`src/rtl/memory_stage_if.sv`:
```
// Data-memory bus between the memory stage (master) and the data memory (slave).
// One request is outstanding at a time; the slave answers with a single-cycle mem_ack.
interface memory_stage_if;
  logic        mem_req;
  logic        mem_we;
  logic [15:0] mem_addr;
  logic [15:0] mem_wdata;
  logic [15:0] mem_rdata;
  logic        mem_ack;

  modport master (
    output mem_req, mem_we, mem_addr, mem_wdata,
    input  mem_rdata, mem_ack
  );

  modport slave (
    input  mem_req, mem_we, mem_addr, mem_wdata,
    output mem_rdata, mem_ack
  );
endinterface

```
`src/rtl/memory_stage.sv`:
```
// Pipeline memory stage: issues LOAD/STORE on the data-memory bus and stalls upstream until the access completes.
// Optional MEM_TIMEOUT_EN adds an ACCESS watchdog of TIMEOUT cycles and a sticky o_mem_err flag.
module memory_stage #(
  parameter int TIMEOUT = 16
) (
  input  logic          clk,
  input  logic          rst_n,
  input  logic [4:0]    i_control_in,
  input  logic [15:0]   i_result_in,
  input  logic [15:0]   i_store_data_in,
  input  logic [4:0]    i_dest_index_in,
  output logic          o_stall,
  output logic [15:0]   o_wb_data,
  output logic [4:0]    o_wb_dest,
  output logic [4:0]    o_wb_control,
  output logic          o_wb_en,
  output logic          o_mem_err,
  memory_stage_if.master mem
);

  localparam logic [3:0] OP_SUB   = 4'h1;
  localparam logic [3:0] OP_ADD   = 4'h2;
  localparam logic [3:0] OP_ADDI  = 4'h3;
  localparam logic [3:0] OP_SHLLI = 4'h4;
  localparam logic [3:0] OP_SHRLI = 4'h5;
  localparam logic [3:0] OP_LOAD  = 4'hC;
  localparam logic [3:0] OP_LOADI = 4'hD;
  localparam logic [3:0] OP_STORE = 4'hE;
  localparam logic [3:0] OP_MOV   = 4'hF;

  typedef enum logic {IDLE, ACCESS} state_t;

  state_t      r_state, w_next_state;
  logic [15:0] r_mem_addr, r_mem_wdata;
  logic        r_mem_we;
  logic [4:0]  r_dest, r_control;
  logic [15:0] r_wb_data;
  logic [4:0]  r_wb_dest, r_wb_control;
  logic        r_wb_en;

  logic [3:0]  w_op;
  logic        w_is_mem, w_ack, w_abort, w_latch, w_leave, w_pass_en;
  logic [15:0] w_wb_data;
  logic [4:0]  w_wb_dest, w_wb_control;
  logic        w_wb_en;

  assign w_op     = i_control_in[3:0];
  assign w_is_mem = (w_op == OP_LOAD) || (w_op == OP_STORE);
  assign w_ack    = (r_state == ACCESS) && mem.mem_ack;

  always_comb begin
    case (w_op)
      OP_SUB, OP_ADD, OP_ADDI, OP_SHLLI, OP_SHRLI, OP_LOADI, OP_MOV: w_pass_en = 1'b1;
      default:                                                       w_pass_en = 1'b0;
    endcase
  end

  always_comb begin
    w_next_state = r_state;
    o_stall      = 1'b0;
    w_latch      = 1'b0;
    w_leave      = 1'b0;
    case (r_state)
      IDLE: begin
        if (w_is_mem) begin
          o_stall      = 1'b1;
          w_latch      = 1'b1;
          w_next_state = ACCESS;
        end
      end
      ACCESS: begin
        if (w_ack || w_abort) begin
          w_leave      = 1'b1;
          w_next_state = IDLE;
        end else begin
          o_stall = 1'b1;
        end
      end
      default: w_next_state = IDLE;
    endcase
  end

  // A stalled cycle or an aborted access writes back a NOP bubble (the defaults).
  always_comb begin
    w_wb_data    = '0;
    w_wb_dest    = '0;
    w_wb_control = '0;
    w_wb_en      = 1'b0;
    if (!o_stall) begin
      if (r_state == ACCESS) begin
        if (w_ack) begin
          w_wb_dest    = r_dest;
          w_wb_control = r_control;
          if (r_control[3:0] == OP_LOAD) begin
            w_wb_data = mem.mem_rdata;
            w_wb_en   = 1'b1;
          end
        end
      end else begin
        w_wb_data    = i_result_in;
        w_wb_dest    = i_dest_index_in;
        w_wb_control = i_control_in;
        w_wb_en      = w_pass_en;
      end
    end
  end

  always_ff @(posedge clk or negedge rst_n) begin
    if (!rst_n) begin
      r_state     <= IDLE;
      r_mem_addr  <= '0;
      r_mem_wdata <= '0;
      r_mem_we    <= 1'b0;
      r_dest      <= '0;
      r_control   <= '0;
    end else begin
      r_state <= w_next_state;
      if (w_latch) begin
        r_mem_addr  <= i_result_in;
        r_mem_wdata <= i_store_data_in;
        r_mem_we    <= (w_op == OP_STORE);
        r_dest      <= i_dest_index_in;
        r_control   <= i_control_in;
      end else if (w_leave) begin
        r_mem_we <= 1'b0;
      end
    end
  end

  always_ff @(posedge clk or negedge rst_n) begin
    if (!rst_n) begin
      r_wb_data    <= '0;
      r_wb_dest    <= '0;
      r_wb_control <= '0;
      r_wb_en      <= 1'b0;
    end else begin
      r_wb_data    <= w_wb_data;
      r_wb_dest    <= w_wb_dest;
      r_wb_control <= w_wb_control;
      r_wb_en      <= w_wb_en;
    end
  end

`ifdef MEM_TIMEOUT_EN
  localparam int CNT_W = $clog2(TIMEOUT + 1);

  logic [CNT_W-1:0] r_tmo_cnt;
  logic             r_mem_err;

  // Abort on the cycle that would bring the no-ack count up to TIMEOUT.
  assign w_abort = (r_state == ACCESS) && !mem.mem_ack && (r_tmo_cnt == CNT_W'(TIMEOUT - 1));

  always_ff @(posedge clk or negedge rst_n) begin
    if (!rst_n) begin
      r_tmo_cnt <= '0;
      r_mem_err <= 1'b0;
    end else begin
      if (w_latch) begin
        r_tmo_cnt <= '0;
      end else if ((r_state == ACCESS) && !mem.mem_ack) begin
        r_tmo_cnt <= r_tmo_cnt + 1'b1;
      end
      if (w_abort) begin
        r_mem_err <= 1'b1;
      end
    end
  end

  assign o_mem_err = r_mem_err;
`else
  assign w_abort   = 1'b0;
  assign o_mem_err = 1'b0;
`endif

  assign mem.mem_req   = (r_state == ACCESS);
  assign mem.mem_we    = r_mem_we;
  assign mem.mem_addr  = r_mem_addr;
  assign mem.mem_wdata = r_mem_wdata;

  assign o_wb_data    = r_wb_data;
  assign o_wb_dest    = r_wb_dest;
  assign o_wb_control = r_wb_control;
  assign o_wb_en      = r_wb_en;

endmodule

```
`src/flat_wrapper.sv`:
```
// flat-port wrapper written by rule: the top's interface ports become plain ports
module memory_stage_flat 
#(
  parameter int TIMEOUT = 16
)
  (clk, rst_n, i_control_in, i_result_in, i_store_data_in, i_dest_index_in, o_stall, o_wb_data, o_wb_dest, o_wb_control, o_wb_en, o_mem_err, mem_mem_req, mem_mem_we, mem_mem_addr, mem_mem_wdata, mem_mem_rdata, mem_mem_ack);
  memory_stage_if mem_i ();
  input  logic clk;
  input  logic rst_n;
  input  logic [4:0] i_control_in;
  input  logic [15:0] i_result_in;
  input  logic [15:0] i_store_data_in;
  input  logic [4:0] i_dest_index_in;
  output logic o_stall;
  output logic [15:0] o_wb_data;
  output logic [4:0] o_wb_dest;
  output logic [4:0] o_wb_control;
  output logic o_wb_en;
  output logic o_mem_err;
  output wire logic [$bits(mem_i.mem_req)-1:0] mem_mem_req;
  output wire logic [$bits(mem_i.mem_we)-1:0] mem_mem_we;
  output wire logic [$bits(mem_i.mem_addr)-1:0] mem_mem_addr;
  output wire logic [$bits(mem_i.mem_wdata)-1:0] mem_mem_wdata;
  input wire logic [$bits(mem_i.mem_rdata)-1:0] mem_mem_rdata;
  input wire logic [$bits(mem_i.mem_ack)-1:0] mem_mem_ack;
  assign mem_mem_req = mem_i.mem_req;
  assign mem_mem_we = mem_i.mem_we;
  assign mem_mem_addr = mem_i.mem_addr;
  assign mem_mem_wdata = mem_i.mem_wdata;
  assign mem_i.mem_rdata = mem_mem_rdata;
  assign mem_i.mem_ack = mem_mem_ack;
  memory_stage #(.TIMEOUT(TIMEOUT)) u_core (.clk(clk), .rst_n(rst_n), .i_control_in(i_control_in), .i_result_in(i_result_in), .i_store_data_in(i_store_data_in), .i_dest_index_in(i_dest_index_in), .o_stall(o_stall), .o_wb_data(o_wb_data), .o_wb_dest(o_wb_dest), .o_wb_control(o_wb_control), .o_wb_en(o_wb_en), .o_mem_err(o_mem_err), .mem(mem_i));
endmodule
```
`config.mk`:
```
export PLATFORM = sky130hd
export DESIGN_NAME = memory_stage_flat
export DESIGN_NICKNAME = d
export VERILOG_FILES = /design/src/rtl/memory_stage_if.sv /design/src/rtl/memory_stage.sv /design/src/flat_wrapper.sv
export SDC_FILE = /design/constraint.sdc
export NUM_CORES = 1
export LEC_CHECK = 0
export BUFFER_PORTS_ARGS = -buffer_cell sky130_fd_sc_hd__buf_4
export CAP_MARGIN = 10
export CORE_ASPECT_RATIO = 0.6
export CORE_MARGIN = 2
export CORE_UTILIZATION = 42
export CTS_CLUSTER_DIAMETER = 80
export DETAILED_ROUTE_END_ITERATION = 6
export MAX_ROUTING_LAYER = met4
export PLACE_DENSITY = 0.75
export SETUP_SLACK_MARGIN = 0.2
export SLEW_MARGIN = 20
export SYNTH_ARGS = -nofsm -noshare
export SYNTH_HDL_FRONTEND = slang
export SYNTH_SLANG_ARGS = --single-unit
```
`constraint.sdc`:
```
create_clock -name clk -period 1.4 [get_ports clk]
set_input_delay 0.14 -clock clk [delete_from_list [all_inputs] [get_ports clk]]
set_output_delay 0.14 -clock clk [all_outputs]
set_load 0.02 [all_outputs]
```
## After elaboration in Yosys (flattened, before gate mapping)

Index checks and enable logic that the tools add are counted.

- Flip-flop bits (word level): 71
- Input port bits: 61
- Output and inout bits: 63
- Logic and storage cells: 48

- Eq/ne operators: 10
- Muxes and demuxes: 23
- Bitwise gates (word level): 1
- Reductions and logical operators: 4

Operators with widths:

| cell | number |
|---|---|
| 16-bit 2-to-1 mux | 4 |
| 5-bit 2-to-1 mux | 6 |
| 4-bit == test, second input constant | 5 |
| 1-bit 2-to-1 mux | 12 |
| 4-bit by 2-bit == test with 1-bit output, second input constant | 2 |
| 4-bit by 3-bit == test with 1-bit output, second input constant | 2 |
| 7-bit OR reduction | 1 |
| 4-bit by 1-bit == test with 1-bit output, second input constant | 1 |
| 1-bit case mux with 2 select lines | 1 |
| 2-bit nonzero test | 1 |
| 1-bit logical AND | 1 |
| 1-bit logical OR | 1 |
| 1-bit NOT | 1 |

## Depth between registers and ports, before layout

Gate-level depths: netlist of the first run.

- Word-level depth: 5
- Gate-level depth with buffers: 6
- Depth with buffers taken out: 3

## Least setup slack after synthesis of the first run

OpenSTA, ideal clock, no wires.

- Path kind: register to register
- From: register u_core.r_state, in the netlist u_core.mem.mem_req
- To: register u_core.r_mem_wdata[10], in the netlist u_core.mem.mem_wdata[10]
- Arrival time: 1.446 ns
- Required time: 1.275 ns
- Path slack: -0.171 ns
- Stages on the path, launching flop included: 5
- Path buffers: 2
- Clock period less this slack: 1.571 ns
- Cells stage by stage: dfrtp_1 nor4bb_1 buf_4 buf_4 mux2_2

- Word-level cells in the longest chain between the ends: 1

Ends and longest elaborated chain:

| what | RTL line | RTL |
|---|---|---|
| start: declaration | memory_stage.sv:33 | `state_t r_state, w_next_state;` |
| start signal: assignment | memory_stage.sv:117 | `r_state <= w_next_state;` |
| 1-bit 2-to-1 mux | memory_stage.sv:63 | `case (r_state)` |
| end signal: assignment | memory_stage.sv:120 | `r_mem_wdata <= i_store_data_in;` |
| end: declaration | memory_stage.sv:34 | `logic [15:0] r_mem_addr, r_mem_wdata;` |

Every way passes these cells.
A chain may end at the register's enable or synchronous reset.

## Final worst setup path of the first run

- From: register u_core.r_state, in the netlist u_core.mem.mem_req
- To: register u_core.r_mem_wdata[13], in the netlist u_core.mem.mem_wdata[13]

Same word-level chain as after synthesis.

==> impl_metrics.ini, run 1 <==
[outcome]
status = finished with violations
violations = negative setup slack

[sta]
fin_crit_sh_pct = 113
finalSetupTns_ns = -6.75
worst_slack_ns = -0.189
clock.fmax_ghz = 0.629
setup_viol = 56
slew_violations = 0
hold_viol_final = 0
rsz0062_at_grt = true
skew_ns = 0.00795
period_minus_slack_ns = 1.59

[yosys]
synth_simple_gate_area_share_pct = 7.13
yosysWarnings = 0
syn_inst = 205
synthAdderAreaFrac_pct = 0
synth_top_family_by_area = multiplexers
synth.area.top_cells = dfrtp_1 64%, mux2_2 15%, a32oi_1 3.5%
synth_xor_xnor_area_share_pct = 0
synth_top_area_share_pct = 64.1
avgSynthCellArea_um2 = 13.5
synth_top_area_cell = dfrtp_1
synth.area.mux_share_pct = 15.4
synth-seq-area-share_pct = 64.1
syn_area_um2 = 2770
ys_ff_latch = 71
syn_nets = 266
yosysUniqueCellTypes = 26
synth_compound_area_share_pct = 8.58

[final_layout]
final_util_pct = 74.7
final_nets = 417
final_cell_mix = 135 x buf_4, 70 x dfrtp_1, 28 x mux2_2
final_common_cell = buf_4
drive_gt1_share_pct = 67.0
syn_to_final_growth_pct = 68.5
stdcell_area_um2 = 4670
num_antenna_cells = 0
instances_no_fill = 445
fillers = 385

[clock_tree]
clkLatencyLatePin_ns = 0.34
path_clk_slew_ns = 0.08
htreeDepth = 3
clock-sinks = 71
cts_made_buffers = 9
root_buffer = clkbuf_8
tritoncts = built
cts_buffer_depth = 2

[die]
num_rows = 22
die_y_um = 66.9
pin_count = 124
core_um2 = 6250
dieArea_um2 = 7290
chipWidth_um = 109
initial_core_util_pct = 44.4

[placement]
gp_congestion = 0.739
portBuffers = 122
placed_area_um2 = 3910
dp_hpwl_um = 4980
dp_cells = 411

[grt]
grt_max_degree = 36
grt_antenna_before_repair = 0
track_usage_pct = 23.2
grt_first_pass_wirelength_um = 12000
grt.overflow.total = 0
grt_pass1_vias = 2306

[critical_path]
reg2reg_slack_ns = -0.19
reg2reg_depth = 4
max_stage_delay_ns = 0.43
endpoint = u_core.mem.mem_wdata[13]$_DFFE_PN0P_
worstPathArrival_ns = 1.81
crit_chain = nor4bb_4 -> buf_4 -> buf_12 -> mux2_2
crit_slowest_cell = dfrtp_2
endpoint_kind = flip-flop
start_kind = flip-flop
path_max_fanout = 18
worstSetupPathType = flip-flop to flip-flop
regToRegEndpoint = u_core.mem.mem_wdata[13]$_DFFE_PN0P_
crit_path_start = u_core.mem.mem_req$_DFF_PN0_
cp.required_ns = 1.62
timing.rr.start = u_core.mem.mem_req$_DFF_PN0_

[route]
viasPerCell = 5.07
wl_um = 7850
ant_nets = 0
drt-initial-drc-count = 104
drc_errors = 0
vias = 2256
drtPass1Iterations = 4
wire_per_inst_um = 17.6

[min_path]
min_path_type = primary input to flip-flop

[power_and_ir_drop]
pwr_density_cell_nw_per_um2 = 1470
p_leak_nw = 2.25
totalPowerFinal_mw = 6.84
peakVddDrop_mv = 0.978

[flow_run]
max_cap_violations = 0
[power by group]
part	leakage, nW	switching, mW	internal (mW)
combinational	1.25	0.921	0.992
clock	0.146	0.758	1.59
sequential	0.854	0.186	2.40
total	2.25	1.86	4.98
[layer usage]
| layer | track usage (%) | vias to the layer above | routed length (um) |
|---|---|---|---|
| li1 | - | 1032 | - |
| met1 | 30.3 | 1120 | 3590 |
| met2 | 34.2 | 93 | 3510 |
| met3 | 7.44 | 11 | 673 |
| met4 | 7.85 | 0 | 78 |
| met5 | - | - | 0 |
[Yosys cell counts (all sizes together)]
cell,instances
a2111oi,1
a21o,2
a21oi,6
a22oi,8
a32oi,11
and2,1
and3b,1
and4b,1
buf,11
clkbuf,5
clkinv,1
conb,1
dfrtp,71
inv,3
mux2,38
nand2,8
nand3,6
nor2,19
nor2b,3
nor4bb,1
o21ai,4
o21bai,1
or2,2
[how the worst min path moves through the flow]
stage / from / end / slack (ns) / cells past startpoint
6_report: i_store_data_in[15] / u_core.mem.mem_wdata[15]$_DFFE_PN0P_ / 0.03 / 2
3_3_place_gp: rst_n / u_core.mem.mem_wdata[10]$_DFFE_PN0P_ / 0.12 / 1
3_5_place_dp: rst_n / u_core.mem.mem_wdata[8]$_DFFE_PN0P_ / 0.13 / 1
4_1_cts: i_store_data_in[12] / u_core.mem.mem_wdata[12]$_DFFE_PN0P_ / 0.01 / 2
5_1_grt: i_store_data_in[12] / u_core.mem.mem_wdata[12]$_DFFE_PN0P_ / 0.009 / 2
2_1_floorplan: rst_n / u_core.mem.mem_addr[0]$_DFFE_PN0P_ / -0.16 / 0
[state kept, by name (all words and copies together) (netlist names)]
name                  flops
u_core.mem.mem_addr      16
u_core.mem.mem_wdata     16
u_core.o_wb_data         16
u_core.o_wb_control       5
u_core.o_wb_dest          5
u_core.r_control          5
u_core.r_dest             5
u_core.mem.mem_req        1
u_core.mem.mem_we         1
u_core.o_wb_en            1
[cell families (layout without fill, tap and decap cells)]
kind of cell    count (synthesis)  count (layout)
buf+inv                        20             175
other cells                     1               1
mux                            38              38
compound gates                 33              33
flops                          71              71
simple gates                   42              43
[stage by stage]
step / setup WS (ns) / hold WS, ns
after floorplan: -0.125 / -0.156
after detailed placement: -0.170 / 0.126
final: -0.189 / 0.0305
after global placement: -0.125 / 0.123
after global routing: -0.224 / 0.00852
after CTS: -0.175 / 0.0124
[cell type report]
cell class | count | area (um^2) | area share (%)
flip-flops and latches | 71 | 1780 | 38.1
repair buffers | 155 | 1400 | 29.9
multi-input cells | 115 | 1080 | 23.1
clock inverters | 6 | 155 | 3.32
clock buffers | 10 | 138 | 2.95
well taps | 84 | 105 | 2.25
inverters | 4 | 20.0 | 0.429
[worst max-delay path: cells and delay by family, from the launching register on]
kind                   cells  cell delay [ns]
DFF                        1             0.43
buffers and inverters      2             0.39
muxes                      1             0.35
and+or+nand+nor            1             0.28
[what timing repair did]
| item | CTS | global route |
|---|---|---|
| pin swaps | 28 | 3 |
| gates cloned | 6 | 0 |
| setup endpoints to repair | 72 | 73 |
| hold buffers | 1 | 0 |
| endpoints found under the hold margin | 32 | 0 |
| resized for setup | 43 | 12 |
| setup buffers | 10 | 1 |
(Power assumes the default switching activity.)
==> run 2, diff against run 1 <==
CORE_ASPECT_RATIO = 1.5   (was 0.6)
==> run 2 against run 1 <==
  * The run still ends with negative setup slack left
  * Sequential power hardly changed
  * Flip-flop and latch count stayed put
  * Critical path type is now flip-flop to output pin
  * Sequential share of layout area is 0.11 points higher
==> impl_metrics.ini, run 2 (synthesis gave the netlist of run 1 again) <==
[outcome]
status = finished with violations
violations = negative setup slack

[power_and_ir_drop]
pwr_density_cell_nw_per_um2 = 1340
p_leak_nw = 2.24
peakVddDrop_mv = 0.939

[grt]
track_usage_pct = 20.6
grt.overflow.total = 0
globalRouteMet3Util_pct = 2.81
grt_antenna_before_repair = 0
grt_first_pass_wirelength_um = 11200
use_met2_pct = 35.1
grt_busiest_layer = met2
grt_pass1_vias = 2319
met1_usage_pct = 24.1
grt_max_degree = 38

[clock_tree]
path_clk_slew_ns = 0.08
root_buffer = clkbuf_8
clock-sinks = 71
cts_buffer_depth = 2
tritoncts = built
clkLatencyLatePin_ns = 0.34
cts_made_buffers = 9
htreeDepth = 3

[placement]
portBuffers = 122
dp_cells = 405
post-place-ws_ns = -0.212
gp_congestion = 0.756
dp_hpwl_um = 5080

[route]
drt-initial-drc-count = 151
wire_per_inst_um = 18.2
wl_um = 7930
drtPass1Iterations = 4
drc_errors = 0
vias = 2257
ant_nets = 0
viasPerCell = 5.16

[final_layout]
final_nets = 417
fillers = 435
drive_gt1_share_pct = 67.0
final_common_cell = buf_4
num_antenna_cells = 0
final_cell_mix = 132 x buf_4, 70 x dfrtp_1, 36 x mux2_4
instances_no_fill = 437
syn_to_final_growth_pct = 68.0

[critical_path]
worstPathArrival_ns = 1.45
worstSetupPathType = flip-flop to output pin
path_max_fanout = 4
endpoint_kind = output pin
start_kind = flip-flop
cp.required_ns = 1.26

[die]
chipWidth_um = 70.3
initial_core_util_pct = 43.0
die_y_um = 103
num_rows = 36
core_um2 = 6440
pin_count = 124
dieArea_um2 = 7280

[sta]
worst_slack_ns = -0.186
skew_ns = 0.00926
fin_crit_sh_pct = 113
setup_viol = 64
clock.fmax_ghz = 0.631
hold_viol_final = 0
rsz0062_at_grt = true
period_minus_slack_ns = 1.59
slew_violations = 0

[flow_run]
max_cap_violations = 0

[min_path]
min_path_type = primary input to flip-flop
run 2: final cells by class:
| type | count | area (um^2) | share of cell area [%] |
|---|---|---|---|
| well taps | 76 | 95.1 | 2.04 |
| clock inverters | 5 | 57.6 | 1.24 |
| flip-flops and latches | 71 | 1780 | 38.2 |
| repair buffers | 155 | 1340 | 28.8 |
| inverters | 4 | 15.0 | 0.322 |
| clock buffers | 11 | 141 | 3.04 |
| multi-input cells | 115 | 1230 | 26.3 |
run 2: routing by layer:
layer	share of wire (%)	vias up
met2	55	86
met1	38	1132
met4	2.3	0
li1	-	1023
met5	0	-
met3	4.3	16
run 2: repair_timing:
action                                  in CTS  in global routing
pin swaps                                    2                  3
gates cloned                                 0                  3
resized for setup                           37                 63
endpoints found under the hold margin       20                  0
hold buffers                                 1                  0
setup buffers                                8                  4
endpoints found under the setup margin      72                 73
run 2: path summary, 6_finish.rpt:
check                                               startpoint                                   end  slack (ns)  cells after the start
hold / removal                             i_store_data_in[14]  u_core.mem.mem_wdata[14]$_DFFE_PN0P_        0.03                      2
setup reg to reg                  u_core.mem.mem_req$_DFF_PN0_       u_core.r_control[4]$_DFFE_PN0P_       -0.18                      4
min in group asynchronous                                rst_n         u_core.o_wb_dest[3]$_DFF_PN0_        0.23                      2
max in group asynchronous                                rst_n          u_core.mem.mem_req$_DFF_PN0_        0.65                      3
hold reg to reg            u_core.mem.mem_wdata[9]$_DFFE_PN0P_   u_core.mem.mem_wdata[9]$_DFFE_PN0P_        0.51                      1
setup / recovery                  u_core.mem.mem_req$_DFF_PN0_                               o_stall       -0.19                      3
run 2: worst max-delay path, cell delays in order (launching register included):
cell      delay, ns
dfrtp_2        0.42
nor4bb_4       0.34
a21o_1         0.21
buf_6          0.14
run 2: report_power, final:
group | leakage, nW | internal [mW] | switching [mW]
clock network | 0.0916 | 0.869 | 0.753
logic | 1.29 | 1.06 | 0.960
registers | 0.854 | 2.40 | 0.193
run 2: through the flow:
step	TNS [ns]	instance area, um^2	utilization (%)	hold slack [ns]	total power [mW]
after detailed placement	-6.86	3890	60.4	0.0522	4.29
final	-7.07	4660	72.3	0.0282	6.24
after global routing	-11.73	4660	72.3	0.0253	6.49
after CTS	-5.20	4290	66.7	0.0176	6.04
after global placement	-4.38	3890	60.4	0.0446	4.24
after floorplan	-5.22	2810	-	-0.156	3.43
==> run 3, diff against run 2 <==
CORE_MARGIN = 4   (was 2)
CORE_UTILIZATION = 50   (was 42)
HOLD_SLACK_MARGIN = 0.05   (was default)
PLACE_DENSITY = 0.84   (was 0.75)
clock period = 2 ns   (was 1.4 ns; I/O delays follow)
==> run 3 against run 2 <==
  * The flow now finishes without violations
  * Count of clock-buffer cells in the layout is the same
  * Sequential share of layout area increased by 5.2 points
  * Routed wire length fell by 3.4%
  * Sequential power decreased by 31%
==> impl_metrics.ini, run 3 (synthesis gave the netlist of run 1 again) <==
[outcome]
status = finished clean

[final_layout]
final_nets = 399
multi_input_area_um2 = 882
stdcell_area_um2 = 4100
register_area_um2 = 1780
drive_gt1_share_pct = 56.9
fillers = 336
final_cell_mix = 132 x buf_4, 70 x dfrtp_1, 38 x mux2_2
final_util_pct = 78.1
syn_to_final_growth_pct = 47.9
num_antenna_cells = 0
final_common_cell = buf_4

[grt]
track_usage_pct = 23.2
grt_antenna_before_repair = 0
grt_pass1_vias = 2360
grt_max_degree = 38
grt.overflow.total = 0
grt_first_pass_wirelength_um = 11300

[route]
wire_per_inst_um = 18.6
vias = 2235
drc_errors = 0
drt-initial-drc-count = 128
ant_nets = 0
wl_um = 7660
viasPerCell = 5.44
drtPass1Iterations = 4

[sta]
hold_viol_final = 0
period_minus_slack_ns = 1.80
rsz0062_at_grt = false
skew_ns = 0.0115
slew_violations = 0
worst_slack_ns = 0.203
setup_viol = 0
fin_crit_sh_pct = 89.8
finalSetupTns_ns = 0
clock.fmax_ghz = 0.557

[die]
core_um2 = 5250
initial_core_util_pct = 52.8
dieArea_um2 = 6820
die_y_um = 99.2
num_rows = 32
chipWidth_um = 68.8
pin_count = 124

[min_path]
worstHoldStart = i_store_data_in[1]
hold_end = u_core.mem.mem_wdata[1]$_DFFE_PN0P_
hold_depth = 2
min_path_type = primary input to flip-flop

[power_and_ir_drop]
p_leak_nw = 2.01
pwr_density_cell_nw_per_um2 = 1100
totalPowerFinal_mw = 4.50
peakVddDrop_mv = 0.669

[critical_path]
reg2reg_slack_ns = 0.28
reg2reg_depth = 4
crit_chain = nor4bb_4 -> buf_6 -> a21o_1 -> buf_6
max_stage_delay_ns = 0.46
path_max_fanout = 7
path_common_cell = buf_6
endpoint_kind = output pin
cp.required_ns = 1.80
crit_slowest_cell = dfrtp_2
timing.rr.start = u_core.mem.mem_req$_DFF_PN0_
worstPathArrival_ns = 1.60
worstSetupPathType = flip-flop to output pin
start_kind = flip-flop
regToRegEndpoint = u_core.mem.mem_addr[15]$_DFFE_PN0P_

[flow_run]
max_cap_violations = 0

[placement]
gp_congestion = 0.794
post-place-ws_ns = 0.319
placed_area_um2 = 3750
portBuffers = 122
dp_hpwl_um = 4940

[clock_tree]
root_buffer = clkbuf_8
tritoncts = built
cts_buffer_depth = 2
clock-sinks = 71
path_clk_slew_ns = 0.07
clkLatencyLatePin_ns = 0.34
cts_made_buffers = 9
htreeDepth = 3
## run 3: final cells by class
| cell class | count | share of cell area [%] |
|---|---|---|
| Tap cell | 68 | 2.08 |
| Timing Repair Buffer | 138 | 25.9 |
| Sequential cell | 71 | 43.4 |
| Multi-Input combinational cell | 114 | 21.5 |
| Clock buffer | 11 | 3.69 |
| Clock inverter | 5 | 3.11 |
| Inverter | 4 | 0.366 |
## run 3: power breakdown
group | internal, mW | switching, mW | leakage [nW] | total (mW)
combinational | 0.549 | 0.601 | 1.02 | 1.15
clock | 1.02 | 0.519 | 0.136 | 1.54
sequential | 1.68 | 0.125 | 0.854 | 1.80
total | 3.25 | 1.25 | 2.01 | 4.50
## run 3: worst max-delay path, delay by kind of cell (launching register included)
family | cells | cell delay (ns)
buffers and inverters | 2 | 0.30
AO/OA/AOI/OAI | 1 | 0.17
AND/OR/NAND/NOR | 1 | 0.34
flip-flops | 1 | 0.46
## run 3: layer usage
layer  routed length, um  up-vias  track usage (%)
met5                   0        -                -
li1                    -      988                -
met4                 240        0             11.3
met1                2660     1122             24.0
met2                4260      106             40.5
met3                 497       19             4.41
## run 3: worst max path at each step
stage / startpoint / to / slack [ns] / depth (start not counted)
after global placement: u_core.mem.mem_req$_DFF_PN0_ / o_stall / 0.38 / 4
after floorplan: u_core.mem.mem_req$_DFF_PN0_ / u_core.mem.mem_wdata[10]$_DFFE_PN0P_ / 0.43 / 4
final: u_core.mem.mem_req$_DFF_PN0_ / o_stall / 0.20 / 4
after global routing: u_core.mem.mem_req$_DFF_PN0_ / o_stall / 0.16 / 4
after CTS: u_core.mem.mem_req$_DFF_PN0_ / o_stall / 0.17 / 4
after detailed placement: u_core.mem.mem_req$_DFF_PN0_ / u_core.o_wb_data[2]$_DFF_PN0_ / 0.32 / 5
## run 3: repair_timing
item | in CTS | in global routing
gates cloned | 1 | 0
endpoints found under the setup margin | 1 | 27
setup buffers | 2 | 4
gates resized for setup | 3 | 1
pin swaps | 1 | 1
hold endpoints to repair | 36 | 0
hold buffers | 1 | 0
## run 3: per-stage QoR
stage,hold slack [ns],cells
after global routing,0.0791,411
after floorplan,-0.0956,205
final,0.0986,411
after detailed placement,0.197,387
after CTS,0.0774,407
after global placement,0.185,387
